==> src/rtl/rgb_de_capture.sv <==
// DE-only RGB565 capture: locks onto vertical blanking, emits pixels with x/y coordinates, measures frame geometry.
// Optional CAP_GEOM_CHECK_EN: flags frames whose geometry differs from H_DISP x V_DISP and drops out-of-range pixels.
module rgb_de_capture #(
  parameter logic [10:0] H_DISP   = 11'd800,
  parameter logic [10:0] V_DISP   = 11'd480,
  parameter logic [10:0] VGAP_MIN = 11'd1100
) (
  input  logic        lcd_pclk,
  input  logic        rst,
  input  logic        lcd_de,
  input  logic [15:0] lcd_rgb,
  output logic        pix_valid,
  output logic [15:0] pix_data,
  output logic [10:0] pix_xpos,
  output logic [10:0] pix_ypos,
  output logic        frame_start,
  output logic        frame_done,
  output logic        locked,
  output logic [10:0] meas_hpos,
  output logic [10:0] meas_vpos,
  output logic        geom_err
);

  // state      | meaning
  // SEARCH     | counting DE-low run to find first vblank; no pixels
  // WAIT_FRAME | in vblank, waiting for first DE of the frame
  // LINE       | DE high, emitting pixels
  // HGAP       | DE low after a line; hblank or vblank decided by run length
  typedef enum logic [1:0] {SEARCH, WAIT_FRAME, LINE, HGAP} state_t;

  localparam logic [10:0] CNT_SAT = 11'h7ff;

  state_t      state, state_nxt;
  logic [10:0] x_cnt, x_nxt, y_cnt, y_nxt, gap_cnt, gap_nxt, line_w, line_w_nxt;
  logic [10:0] x_inc, y_inc, gap_inc;
  logic        err_q, err_nxt;
  logic        locked_q, locked_nxt;
  logic [10:0] meas_h_q, meas_h_nxt, meas_v_q, meas_v_nxt;

  logic        emit, emit_ok;
  logic [10:0] ex, ey;
  logic        start_pix;

  logic        p_valid, p_fs, p_fd, p_geom, p_geom_nxt, p_fd_nxt;
  logic [15:0] p_data;
  logic [10:0] p_x, p_y;

  assign x_inc   = (x_cnt == CNT_SAT) ? CNT_SAT : x_cnt + 11'd1;
  assign y_inc   = (y_cnt == CNT_SAT) ? CNT_SAT : y_cnt + 11'd1;
  assign gap_inc = (gap_cnt >= VGAP_MIN) ? VGAP_MIN : gap_cnt + 11'd1;

  always_comb begin
    state_nxt  = state;
    x_nxt      = x_cnt;
    y_nxt      = y_cnt;
    gap_nxt    = gap_cnt;
    line_w_nxt = line_w;
    err_nxt    = err_q;
    locked_nxt = locked_q;
    meas_h_nxt = meas_h_q;
    meas_v_nxt = meas_v_q;
    emit       = 1'b0;
    start_pix  = 1'b0;
    ex         = 11'd0;
    ey         = 11'd0;
    p_fd_nxt   = 1'b0;
    p_geom_nxt = 1'b0;

    case (state)
      SEARCH: begin
        if (lcd_de) begin
          gap_nxt = 11'd0;
        end else if (gap_inc >= VGAP_MIN) begin
          state_nxt  = WAIT_FRAME;
          locked_nxt = 1'b1;
          gap_nxt    = 11'd0;
        end else begin
          gap_nxt = gap_inc;
        end
      end
      WAIT_FRAME: begin
        if (lcd_de) begin
          state_nxt = LINE;
          emit      = 1'b1;
          start_pix = 1'b1;
          x_nxt     = 11'd1;
          y_nxt     = 11'd0;
          err_nxt   = 1'b0;
        end
      end
      LINE: begin
        if (lcd_de) begin
          emit  = 1'b1;
          ex    = x_cnt;
          ey    = y_cnt;
          x_nxt = x_inc;
        end else begin
          state_nxt  = HGAP;
          line_w_nxt = x_cnt;
          gap_nxt    = 11'd1;
          if (x_cnt != H_DISP) err_nxt = 1'b1;
        end
      end
      HGAP: begin
        if (lcd_de) begin
          state_nxt = LINE;
          emit      = 1'b1;
          ey        = y_inc;
          x_nxt     = 11'd1;
          y_nxt     = y_inc;
          gap_nxt   = 11'd0;
        end else if (gap_inc >= VGAP_MIN) begin
          state_nxt  = WAIT_FRAME;
          p_fd_nxt   = 1'b1;
          meas_h_nxt = line_w;
          meas_v_nxt = y_inc;
          gap_nxt    = 11'd0;
          x_nxt      = 11'd0;
          y_nxt      = 11'd0;
`ifdef CAP_GEOM_CHECK_EN
          p_geom_nxt = err_q | (y_inc != V_DISP);
`endif
        end else begin
          gap_nxt = gap_inc;
        end
      end
      default: state_nxt = SEARCH;
    endcase

`ifdef CAP_GEOM_CHECK_EN
    emit_ok = emit && (ex != CNT_SAT) && (ey != CNT_SAT) && (ex < H_DISP) && (ey < V_DISP);
`else
    emit_ok = emit && (ex != CNT_SAT) && (ey != CNT_SAT);
`endif
  end

  // FSM and first pipeline stage; the output stage below gives the one-cycle latency.
  always_ff @(posedge lcd_pclk) begin
    if (rst) begin
      state    <= SEARCH;
      x_cnt    <= 11'd0;
      y_cnt    <= 11'd0;
      gap_cnt  <= 11'd0;
      line_w   <= 11'd0;
      err_q    <= 1'b0;
      locked_q <= 1'b0;
      meas_h_q <= 11'd0;
      meas_v_q <= 11'd0;
      p_valid  <= 1'b0;
      p_data   <= 16'd0;
      p_x      <= 11'd0;
      p_y      <= 11'd0;
      p_fs     <= 1'b0;
      p_fd     <= 1'b0;
      p_geom   <= 1'b0;
    end else begin
      state    <= state_nxt;
      x_cnt    <= x_nxt;
      y_cnt    <= y_nxt;
      gap_cnt  <= gap_nxt;
      line_w   <= line_w_nxt;
      err_q    <= err_nxt;
      locked_q <= locked_nxt;
      meas_h_q <= meas_h_nxt;
      meas_v_q <= meas_v_nxt;
      p_valid  <= emit_ok;
      p_data   <= emit_ok ? lcd_rgb : 16'd0;
      p_x      <= emit_ok ? ex : 11'd0;
      p_y      <= emit_ok ? ey : 11'd0;
      p_fs     <= emit_ok && start_pix;
      p_fd     <= p_fd_nxt;
      p_geom   <= p_geom_nxt;
    end
  end

  always_ff @(posedge lcd_pclk) begin
    if (rst) begin
      pix_valid   <= 1'b0;
      pix_data    <= 16'd0;
      pix_xpos    <= 11'd0;
      pix_ypos    <= 11'd0;
      frame_start <= 1'b0;
      frame_done  <= 1'b0;
      geom_err    <= 1'b0;
      locked      <= 1'b0;
      meas_hpos   <= 11'd0;
      meas_vpos   <= 11'd0;
    end else begin
      pix_valid   <= p_valid;
      pix_data    <= p_data;
      pix_xpos    <= p_x;
      pix_ypos    <= p_y;
      frame_start <= p_fs;
      frame_done  <= p_fd;
      geom_err    <= p_geom;
      locked      <= locked_q;
      meas_hpos   <= meas_h_q;
      meas_vpos   <= meas_v_q;
    end
  end

endmodule

==> config.mk <==
export PLATFORM = sky130hd
export DESIGN_NAME = rgb_de_capture
export DESIGN_NICKNAME = d
export VERILOG_FILES = /design/src/rtl/rgb_de_capture.sv
export SDC_FILE = /design/constraint.sdc
export NUM_CORES = 1
export LEC_CHECK = 0
export ABC_CLOCK_PERIOD_IN_PS = 8200
export BUFFER_PORTS_ARGS = -buffer_cell sky130_fd_sc_hd__buf_2
export CORE_UTILIZATION = 55
export DETAILED_ROUTE_END_ITERATION = 6
export PLACE_DENSITY = 0.76
export SYNTH_ARGS = -nofsm -noshare
export SYNTH_HDL_FRONTEND = slang
export SYNTH_SLANG_ARGS = --single-unit
==> constraint.sdc <==
create_clock -name lcd_pclk -period 8.2 [get_ports lcd_pclk]
set_clock_uncertainty 0.1 [all_clocks]
set_input_delay 1.64 -clock lcd_pclk [delete_from_list [all_inputs] [get_ports lcd_pclk]]
set_output_delay 1.64 -clock lcd_pclk [all_outputs]
set_load 0.05 [all_outputs]
# Yosys cells after proc, flatten, opt, wreduce, memory -nomap -nowiden

Cells that the tools add are included.

Bitwise gates (word level): 3
Muxes and demuxes: 30
Equality and inequality tests: 12
Add/subtract/negate cells: 3
Magnitude comparators: 2
Reductions and logical operators: 18

Operator list:

| kind                                                            | number |
|---|---|
| 11-bit two-way mux                                              | 16 |
| 11-bit case mux with 2 select lines                             | 3 |
| 11-bit by 1-bit adder with 11-bit output, second input constant | 3 |
| 11-bit case mux with 3 select lines                             | 1 |
| 11-bit == test, second input constant                           | 2 |
| 11-bit greater-or-equal comparator, second input constant       | 2 |
| 11-bit inequality test, second input constant                   | 2 |
| 3-bit AND reduction                                             | 4 |
| 2-bit two-way mux                                               | 5 |
| 2-bit inequality test, second input constant                    | 4 |
| 2-bit case mux with 4 select lines                              | 1 |
| 3-bit OR reduction                                              | 2 |
| 2-bit == test, second input constant                            | 2 |
| 1-bit two-way mux                                               | 4 |
| 2-bit AND reduction                                             | 2 |
| 4-bit AND reduction                                             | 1 |
| 2-bit nonzero test                                              | 2 |
| 2-bit OR reduction                                              | 2 |
| 1-bit logical AND                                               | 3 |
| 3-bit inequality test, second input constant                    | 1 |
| 1-bit inverter                                                  | 3 |
| 3-bit nonzero test                                              | 1 |
| 2-bit by 1-bit == test with 1-bit output, second input constant | 1 |
| 2-bit logical NOT                                               | 1 |

Word-level logic and storage cells: 91
Register bits: 174
Output and inout bits: 65
Input port bits: 19

# Logic depth before layout (Yosys ltp)

Gate-level depths: netlist (run 1).

Depth after elaboration: 8
Gate-level depth with buffers: 12
Mapped depth without buffers: 9

# Worst setup path after synthesis (run 1)

Ideal clock, no wire load.

Path kind: input to register
Start: in lcd_de
End: reg p_y[0]
Data required time: 7.969 ns
Arrival: 3.203 ns
Slack: 4.766 ns
Path buffers: 2
Library setup time: 0.131 ns
Stages on the path: 8
Cells stage by stage: and2_1 -> clkbuf_1 -> o21ai_0 -> a221oi_1 -> nand4_1 -> a31oi_1 -> clkbuf_1 -> nor3b_1

Word-level cells in the longest chain between the ends: 7
Elaborated cells between the ends (all ways): 13
Those cells by class: 2 x eq/ne; 7 x mux; 1 x bitwise; 3 x reduce/logical

Ends and longest elaborated chain:

| item                           | line | source |
|---|---|---|
| start: declaration             | 10   | `input logic lcd_de,` |
| 11-bit two-way mux             | 92   | `if (lcd_de) begin` |
| 11-bit two-way mux             | 69   | `case (state)` |
| 11-bit inequality test         | 133  | `emit_ok = emit && (ex != CNT_SAT) && (ey != CNT_SAT);` |
| 1-bit logical AND (2 in a row) | 133  |  |
| 1-bit inverter (no line)       | -    |  |
| 2-bit OR reduction (no line)   | -    |  |
| end signal: assignment         | 169  | `p_y <= emit_ok ? ey : 11'd0;` |
| end: declaration               | 46   | `logic [10:0] p_x, p_y;` |

Several ways; a longest one is shown, not always the timed one.
A chain may end at the register's enable or synchronous reset.

# Worst setup path in the final report (run 1)

Ends and elaborated chain as after synthesis.

==> results.md, run 1 <==
- Detailed Place HPWL: 10.04 mm
- Final RePlAce weighted congestion: 0.8761
- Post-route ant nets: 0
- Number of nets in the synthesized netlist: 800
- Vias per cell: 5.587
- Unique cell type count in the Yosys netlist: 72
- Count of buffers from port buffering: 82
- Compound-gate portion of the synthesized area: 0.1616
- Final clock period utilization by the worst path: 0.5276
- Clock transition at the registers of the reported paths: 0.06 ns
- Placeable core region: 12060 um2
- Post-synthesis adder-cell area fraction: 0.01466
- Multiplexer share of the synthesized area: 0.001466
- Clk root buf: sky130_fd_sc_hd__clkbuf_16
- Residual DRC: 0
- Number of CTS-inserted buffers: 17
- Leading cell types in the layout, fill and taps excluded: 174 x sky130_fd_sc_hd__dfxtp_1, 95 x sky130_fd_sc_hd__nand2_1, 83 x sky130_fd_sc_hd__nor2_1
- First-pass GRT wire length: 24.93 mm
- Fraction of layout cells with a size suffix above 1: 0.1701
- Count of endpoints failing hold in the final timing report: 0
- Average routed wire per standard cell: 15.15 um
- Power density relative to cell area: 213.7 nW/um2
- Largest net degree at the start of global routing: 66
- Final Net Count: 843
- Vias after detailed routing: 5570
- Combined area of all synthesized cells: 6829 um2
- Number of DRC violations after detailed-routing iteration 0: 623
- Final number of max-transition violations: 0
- Count of buffer and inverter cells on the critical path: 1
- Post-synthesis cell count: 773
- Synthesized flop and latch total: 174
- Worst setup path category: primary input to flip-flop
- Setup repair after global routing missed its margin: no
- Primary FF master, synth: sky130_fd_sc_hd__dfxtp_1
- Clock latency at the later pin of the worst-skew pair: 0.42 ns
- Crit path capture type: flip-flop
- Number of global-route vias before repair: 4943
- Iteration count of the initial detailed-routing pass: 5
- Clock buffer depth: 2
- Headroom to the max-slew limit: 0.2966
- Count of instances resized after the clock tree is built: 0
- Site Rows: 40
- Share of synthesized registers carrying an async set or reset: 0
- Yosys warning count: 0
- H-tree level count: 4
- Ant. Diodes: 0
- Worst endpoint required time: 8.35 ns
- Fraction of the yosys area taken by sequential cells: 0.5101
- Area share of the largest cell type after synthesis: 0.5101
- Class of the worst hold path: flip-flop to flip-flop
- Buffer count from post-CTS setup fixing: 0
- Post-placement setup slack: 3.479 ns
- Leakage Power: 3.114 nW
- Setup tns final: 0 ns
- Xor/xnor share of the synthesized area: 0.006413
- Final Setup Violations: 0
- Overall die width: 113.4 um
- Worst Max-Slew Pin Slew: 1.055 ns
- Filler cells: 981
- Placement-stage cell area: 7207 um2
- GR Util All Layers: 0.2452
- Initial antenna violation count: 0
- Starting utilization of the core area: 0.5662
- Synth top area cells: sky130_fd_sc_hd__dfxtp_1 51%, sky130_fd_sc_hd__nor2b_1 6.2%, sky130_fd_sc_hd__nand2_1 5.2%
- Leading area contributor after synthesis: sky130_fd_sc_hd__dfxtp_1
- Worst setup slack after layout: 3.874 ns
- Max frequency: 231.2 MHz
- Area of the die: 12870 um2
- Mean instance size in the synthesized netlist: 8.834 um2
- Overflow left after global routing: 0
- Most frequent standard cell in the layout excluding fill and tap cells: sky130_fd_sc_hd__dfxtp_1
- CP Max Fanout: 40
- Main combinational cell family by area after synthesis: simple AND/OR/NAND/NOR gates
- Crit-path slowest cell: sky130_fd_sc_hd__a31oi_4
- Crit path DAT: 4.48 ns
- Synth-to-layout area growth: 14.22%
- Fin area: 7800 um2
- Worst path top cell family by delay: compound AO/OA/AOI/OAI gates
- Critical Path, Cell by Cell: buf_2, and2_1, o31ai_1, a21bo_2, a221oi_1, nand4_1, a31oi_4, nor3b_1
- Die height: 113.4 um
- Startpoint kind of the worst setup timing path: primary input
- Total length of routed wires: 15.11 mm
- CTS sink cnt: 174
- Count of flip-flops with a built-in enable after synthesis: 0
- Number of top-level pins: 84
- TritonCTS clock tree: yes
- Final worst path period need: 4.326 ns
- Hold-fix buffers at CTS: 0
- Top Registers: p_data (16), pix_data (16)
- Maximum single-stage delay on the critical path: 0.86 ns
- Largest voltage drop on the vdd net: 0.1055 mV
- Max-Cap Viols: 0
- Fraction of the mapped netlist area in simple logic gates: 0.2514
- Result of the run: completed
-- cell type report --
class,instances,area [um2],area share
sequential,174,3483,0.4466
multi-input combinational,522,3010,0.3859
timing repair buffer,87,450.4,0.05775
clock buffer,19,442.9,0.05679
tap,168,210.2,0.02695
clock inverter,13,150.1,0.01925
inverter,14,52.55,0.006737
-- per-layer routing --
metal,track usage,up-vias,wire length [um]
met1,0.3396,2594,7178
met3,0.06057,21,884
li1,-,2734,-
met4,0.08772,0,244
met2,0.3730,221,6800
met5,0,-,0
-- power breakdown --
part / internal (mW) / switching [mW] / total, mW / leakage, nW
Sequential: 0.845 / 0.00101 / 0.846 / 1.40
Combinational: 0.00534 / 0.0158 / 0.0212 / 1.43
Clock: 0.463 / 0.335 / 0.799 / 0.285
Total: 1.31 / 0.352 / 1.67 / 3.11
-- per-stage QoR --
step	cells	utilization	power (mW)	hold WS [ns]
2_1_floorplan	773	-	0.8801	0.3138
3_3_place_gp	965	0.5975	0.8863	0.3158
3_5_place_dp	965	0.5975	0.8867	0.3220
4_1_cts	997	0.6467	1.680	0.3374
5_1_grt	997	0.6467	1.720	0.3538
6_report	997	0.6467	1.667	0.3353
-- logic make-up after synthesis --
| kind of cell | after synthesis |
|---|---|
| and+or+nand+nor | 347 |
| DFF | 174 |
| AOI/OAI and AO/OA | 160 |
| buffers and inverters | 77 |
| adders and majority gates | 8 |
| xor gates and xnor gates | 5 |
| other | 1 |
| muxes | 1 |
-- synthesized netlist by cell type, types with 3 or more instances --
cell,n
sky130_fd_sc_hd__a31oi_1,10
sky130_fd_sc_hd__nand3_1,32
sky130_fd_sc_hd__nor2_1,83
sky130_fd_sc_hd__buf_6,5
sky130_fd_sc_hd__clkbuf_1,38
sky130_fd_sc_hd__buf_2,12
sky130_fd_sc_hd__nand2_1,95
sky130_fd_sc_hd__buf_1,3
sky130_fd_sc_hd__a211oi_1,4
sky130_fd_sc_hd__a22oi_1,9
sky130_fd_sc_hd__and3_1,8
sky130_fd_sc_hd__nor4_1,4
sky130_fd_sc_hd__a211oi_2,5
sky130_fd_sc_hd__xor2_1,3
sky130_fd_sc_hd__ha_1,8
sky130_fd_sc_hd__nand2b_1,3
sky130_fd_sc_hd__dfxtp_1,174
sky130_fd_sc_hd__a311oi_1,7
sky130_fd_sc_hd__o22a_1,11
sky130_fd_sc_hd__o31ai_1,3
sky130_fd_sc_hd__inv_1,14
sky130_fd_sc_hd__o22ai_1,3
sky130_fd_sc_hd__or3_1,4
sky130_fd_sc_hd__a21oi_1,47
sky130_fd_sc_hd__nor2b_1,68
sky130_fd_sc_hd__nand3b_1,3
sky130_fd_sc_hd__nor3_1,17
sky130_fd_sc_hd__and2_1,4
sky130_fd_sc_hd__o21ai_0,34
sky130_fd_sc_hd__nand4_1,10
sky130_fd_sc_hd__buf_4,4
-- worst paths after layout --
path / from / endpoint / slack [ns] / depth (start not counted)
worst min register to register: p_data[8]$_SDFF_PP0_ / pix_data[8]$_SDFF_PP0_ / 0.34 / 1
worst max register to register: state[0]$_SDFFE_PP0P_ / p_y[0]$_SDFF_PP0_ / 4.41 / 8
worst max-delay path: lcd_de / p_y[0]$_SDFF_PP0_ / 3.87 / 8
worst min-delay path: p_data[8]$_SDFF_PP0_ / pix_data[8]$_SDFF_PP0_ / 0.34 / 1
Power figures use the tool's default switching activity.
==> run 2: changes to the inputs <==
--- a/config.mk
+++ b/config.mk
@@ -5,7 +5,7 @@
 export SDC_FILE = /design/constraint.sdc
 export NUM_CORES = 1
 export LEC_CHECK = 0
-export ABC_CLOCK_PERIOD_IN_PS = 8200
+export ABC_CLOCK_PERIOD_IN_PS = 4200
 export BUFFER_PORTS_ARGS = -buffer_cell sky130_fd_sc_hd__buf_2
 export CORE_UTILIZATION = 55
 export DETAILED_ROUTE_END_ITERATION = 6
==> constraint.sdc (replaced) <==
create_clock -name lcd_pclk -period 4.2 [get_ports lcd_pclk]
set_clock_uncertainty 0.1 [all_clocks]
set_input_delay 0.84 -clock lcd_pclk [delete_from_list [all_inputs] [get_ports lcd_pclk]]
set_output_delay 0.84 -clock lcd_pclk [all_outputs]
set_load 0.05 [all_outputs]
==> results.md, run 2 (synthesis gave the netlist of run 1 again) <==
- Maximum single-stage delay on the critical path: 0.54 ns (was 0.86 ns)
- Final Net Count: 845 (was 843)
- Count of instances resized after the clock tree is built: 0 (unchanged)
- Vias per cell: 5.584 (was 5.587)
- GR Util All Layers: 0.2464 (was 0.2452)
- Vias after detailed routing: 5578 (was 5570)
- R2R cell count: 8 (unchanged)
- Count of buffer and inverter cells on the critical path: 0 (was 1)
- Storage cell area: 3483 um2 (unchanged)
- Hold-fix buffers at CTS: 0 (unchanged)
- WP depth: 8 (unchanged)
- Register-to-Register Setup Slack: 0.80 ns (was 4.41 ns)
- Overflow left after global routing: 0 (unchanged)
- Crit path capture type: flip-flop (unchanged)
- Iteration count of the initial detailed-routing pass: 5 (unchanged)
- Overall die width: 113.4 um (unchanged)
- Final worst path period need: 3.405 ns
- Clock transition at the registers of the reported paths: 0.07 ns (was 0.06 ns)
- Site Rows: 40 (unchanged)
- Count of buffers from port buffering: 82 (unchanged)
- Reg-to-Reg End: meas_v_q[7]$_SDFFE_PP0P_ (was p_y[0]$_SDFF_PP0_)
- Placeable core region: 12060 um2 (unchanged)
- Synth-to-layout area growth: 14.64% (was 14.22%)
- Result of the run: completed (unchanged)
- First-pass GRT wire length: 25.03 mm (was 24.93 mm)
- Count of endpoints failing hold in the final timing report: 0 (unchanged)
- Starting utilization of the core area: 0.5662 (unchanged)
- Most frequent standard cell in the layout excluding fill and tap cells: sky130_fd_sc_hd__dfxtp_1 (unchanged)
- CTS sink cnt: 174 (unchanged)
- Number of global-route vias before repair: 5074 (was 4943)
- Max frequency: 293.7 MHz
- Final Setup Violations: 0 (unchanged)
- Headroom to the max-slew limit: 0.3541 (was 0.2966)
- Post-route ant nets: 0 (unchanged)
- Final clock period utilization by the worst path: 0.8106
- Average routed wire per standard cell: 15.30 um (was 15.15 um)
- Filler cells: 974 (was 981)
- Count of non-filler cells in the finished layout: 999 (was 997)
- Buffer count from post-CTS setup fixing: 0 (unchanged)
- Setup tns final: 0 ns (unchanged)
- Ant. Diodes: 0 (unchanged)
- H-tree level count: 4 (unchanged)
- Worst Min Path Start: p_x[2]$_SDFF_PP0_ (was p_data[8]$_SDFF_PP0_)
- TritonCTS clock tree: yes (unchanged)
- Setup crit end: meas_v_q[7]$_SDFFE_PP0P_ (was p_y[0]$_SDFF_PP0_)
- Critical Path, Cell by Cell: ha_1, nand3_1, or3_1, a222oi_1, or4_1, nand3_4, nor2_2, o32a_1 (was buf_2, and2_1, o31ai_1, a21bo_2, a221oi_1, nand4_1, a31oi_4, nor3b_1)
- Detailed Place HPWL: 10.05 mm (was 10.04 mm)
- Total length of routed wires: 15.29 mm (was 15.11 mm)
- Power density relative to cell area: 418.7 nW/um2 (was 213.7 nW/um2)
- Worst setup slack after layout: 0.7953 ns (was 3.874 ns)
- Leading cell types in the layout, fill and taps excluded: 174 x sky130_fd_sc_hd__dfxtp_1, 95 x sky130_fd_sc_hd__nand2_1, 83 x sky130_fd_sc_hd__nor2_1 (unchanged)
- Number of DRC violations after detailed-routing iteration 0: 558 (was 623)
- Largest net degree at the start of global routing: 69 (was 66)
- Leakage Power: 3.130 nW (was 3.114 nW)
- Initial antenna violation count: 0 (unchanged)
- Startpoint kind of the worst setup timing path: flip-flop (was primary input)
- Setup repair after global routing missed its margin: no (unchanged)
- Number of CTS-inserted buffers: 17 (unchanged)
- Clk root buf: sky130_fd_sc_hd__clkbuf_16 (unchanged)
- Die height: 113.4 um (unchanged)
- Number of top-level pins: 84 (unchanged)
- Worst endpoint required time: 4.47 ns (was 8.35 ns)
- Largest voltage drop on the vdd net: 0.2555 mV (was 0.1055 mV)
- Clock latency at the later pin of the worst-skew pair: 0.43 ns (was 0.42 ns)
- Post-placement setup slack: 0.8187 ns (was 3.479 ns)
- Residual DRC: 0 (unchanged)
- Worst setup path category: flip-flop to flip-flop (was primary input to flip-flop)
- Worst path top cell family by delay: simple AND/OR/NAND/NOR gates (was compound AO/OA/AOI/OAI gates)
- Fraction of layout cells with a size suffix above 1: 0.1733 (was 0.1701)
- Crit-path slowest cell: sky130_fd_sc_hd__a222oi_1 (was sky130_fd_sc_hd__a31oi_4)
- Final RePlAce weighted congestion: 0.8910 (was 0.8761)
- Start point of the critical path: gap_cnt[0]$_SDFFE_PP0P_ (was lcd_de)
- Clock buffer depth: 2 (unchanged)
- Worst Max-Slew Pin Slew: 0.9688 ns (was 1.055 ns)
- Launch point of the worst reg-to-reg path: gap_cnt[0]$_SDFFE_PP0P_ (was state[0]$_SDFFE_PP0P_)
- Class of the worst hold path: flip-flop to flip-flop (unchanged)
- Top Registers: p_data (16), pix_data (16) (unchanged)
- Final number of max-transition violations: 0 (unchanged)
- Area taken by multi-input logic gates: 3010 um2 (unchanged)
- Area of the die: 12870 um2 (unchanged)
- Crit path DAT: 3.68 ns (was 4.48 ns)
- Max-Cap Viols: 0 (unchanged)
- CP Max Fanout: 20 (was 40)
- Placed cell count: 967 (was 965)
## run 2: through the flow
stage	instance area, um2	util	total power, mW	hold WS (ns)
3_3_place_gp	7222	0.5988	1.730	0.3164
2_1_floorplan	6829	-	1.718	0.3138
4_1_cts	7829	0.6491	3.298	0.3334
5_1_grt	7829	0.6491	3.378	0.3520
3_5_place_dp	7222	0.5988	1.732	0.3212
6_report	7829	0.6491	3.278	0.3335
## run 2: worst min-delay path by stage
stage,cells after the start,slack [ns],to
after global routing,1,0.35,pix_xpos[1]$_SDFF_PP0_
after global placement,1,0.32,pix_ypos[8]$_SDFF_PP0_
after CTS,1,0.33,pix_xpos[2]$_SDFF_PP0_
after detailed placement,1,0.32,pix_xpos[0]$_SDFF_PP0_
final,1,0.33,pix_xpos[2]$_SDFF_PP0_
after floorplan,1,0.31,frame_done$_SDFF_PP0_
## run 2: cell type report
| cell class | count | area share |
|---|---|---|
| clock buffers | 19 | 0.05786 |
| clock inverters | 13 | 0.01966 |
| inverters | 14 | 0.006712 |
| multi-input cells | 522 | 0.3845 |
| flip-flops and latches | 174 | 0.4449 |
| well taps | 168 | 0.02685 |
| repair buffers | 89 | 0.05945 |
## run 2: layer usage
metal	global-route usage	up-vias	part of all wire
li1	-	2730	-
met1	0.3229	2592	0.45
met2	0.4004	229	0.47
met3	0.04942	27	0.060
met4	0.09912	0	0.017
met5	0	-	0
## run 2: where the power goes
part	leakage [nW]	internal, mW	switching, mW	total [mW]
Clock	0.290	0.920	0.663	1.58
Sequential	1.40	1.65	0.00198	1.65
Combinational	1.44	0.0105	0.0316	0.0421
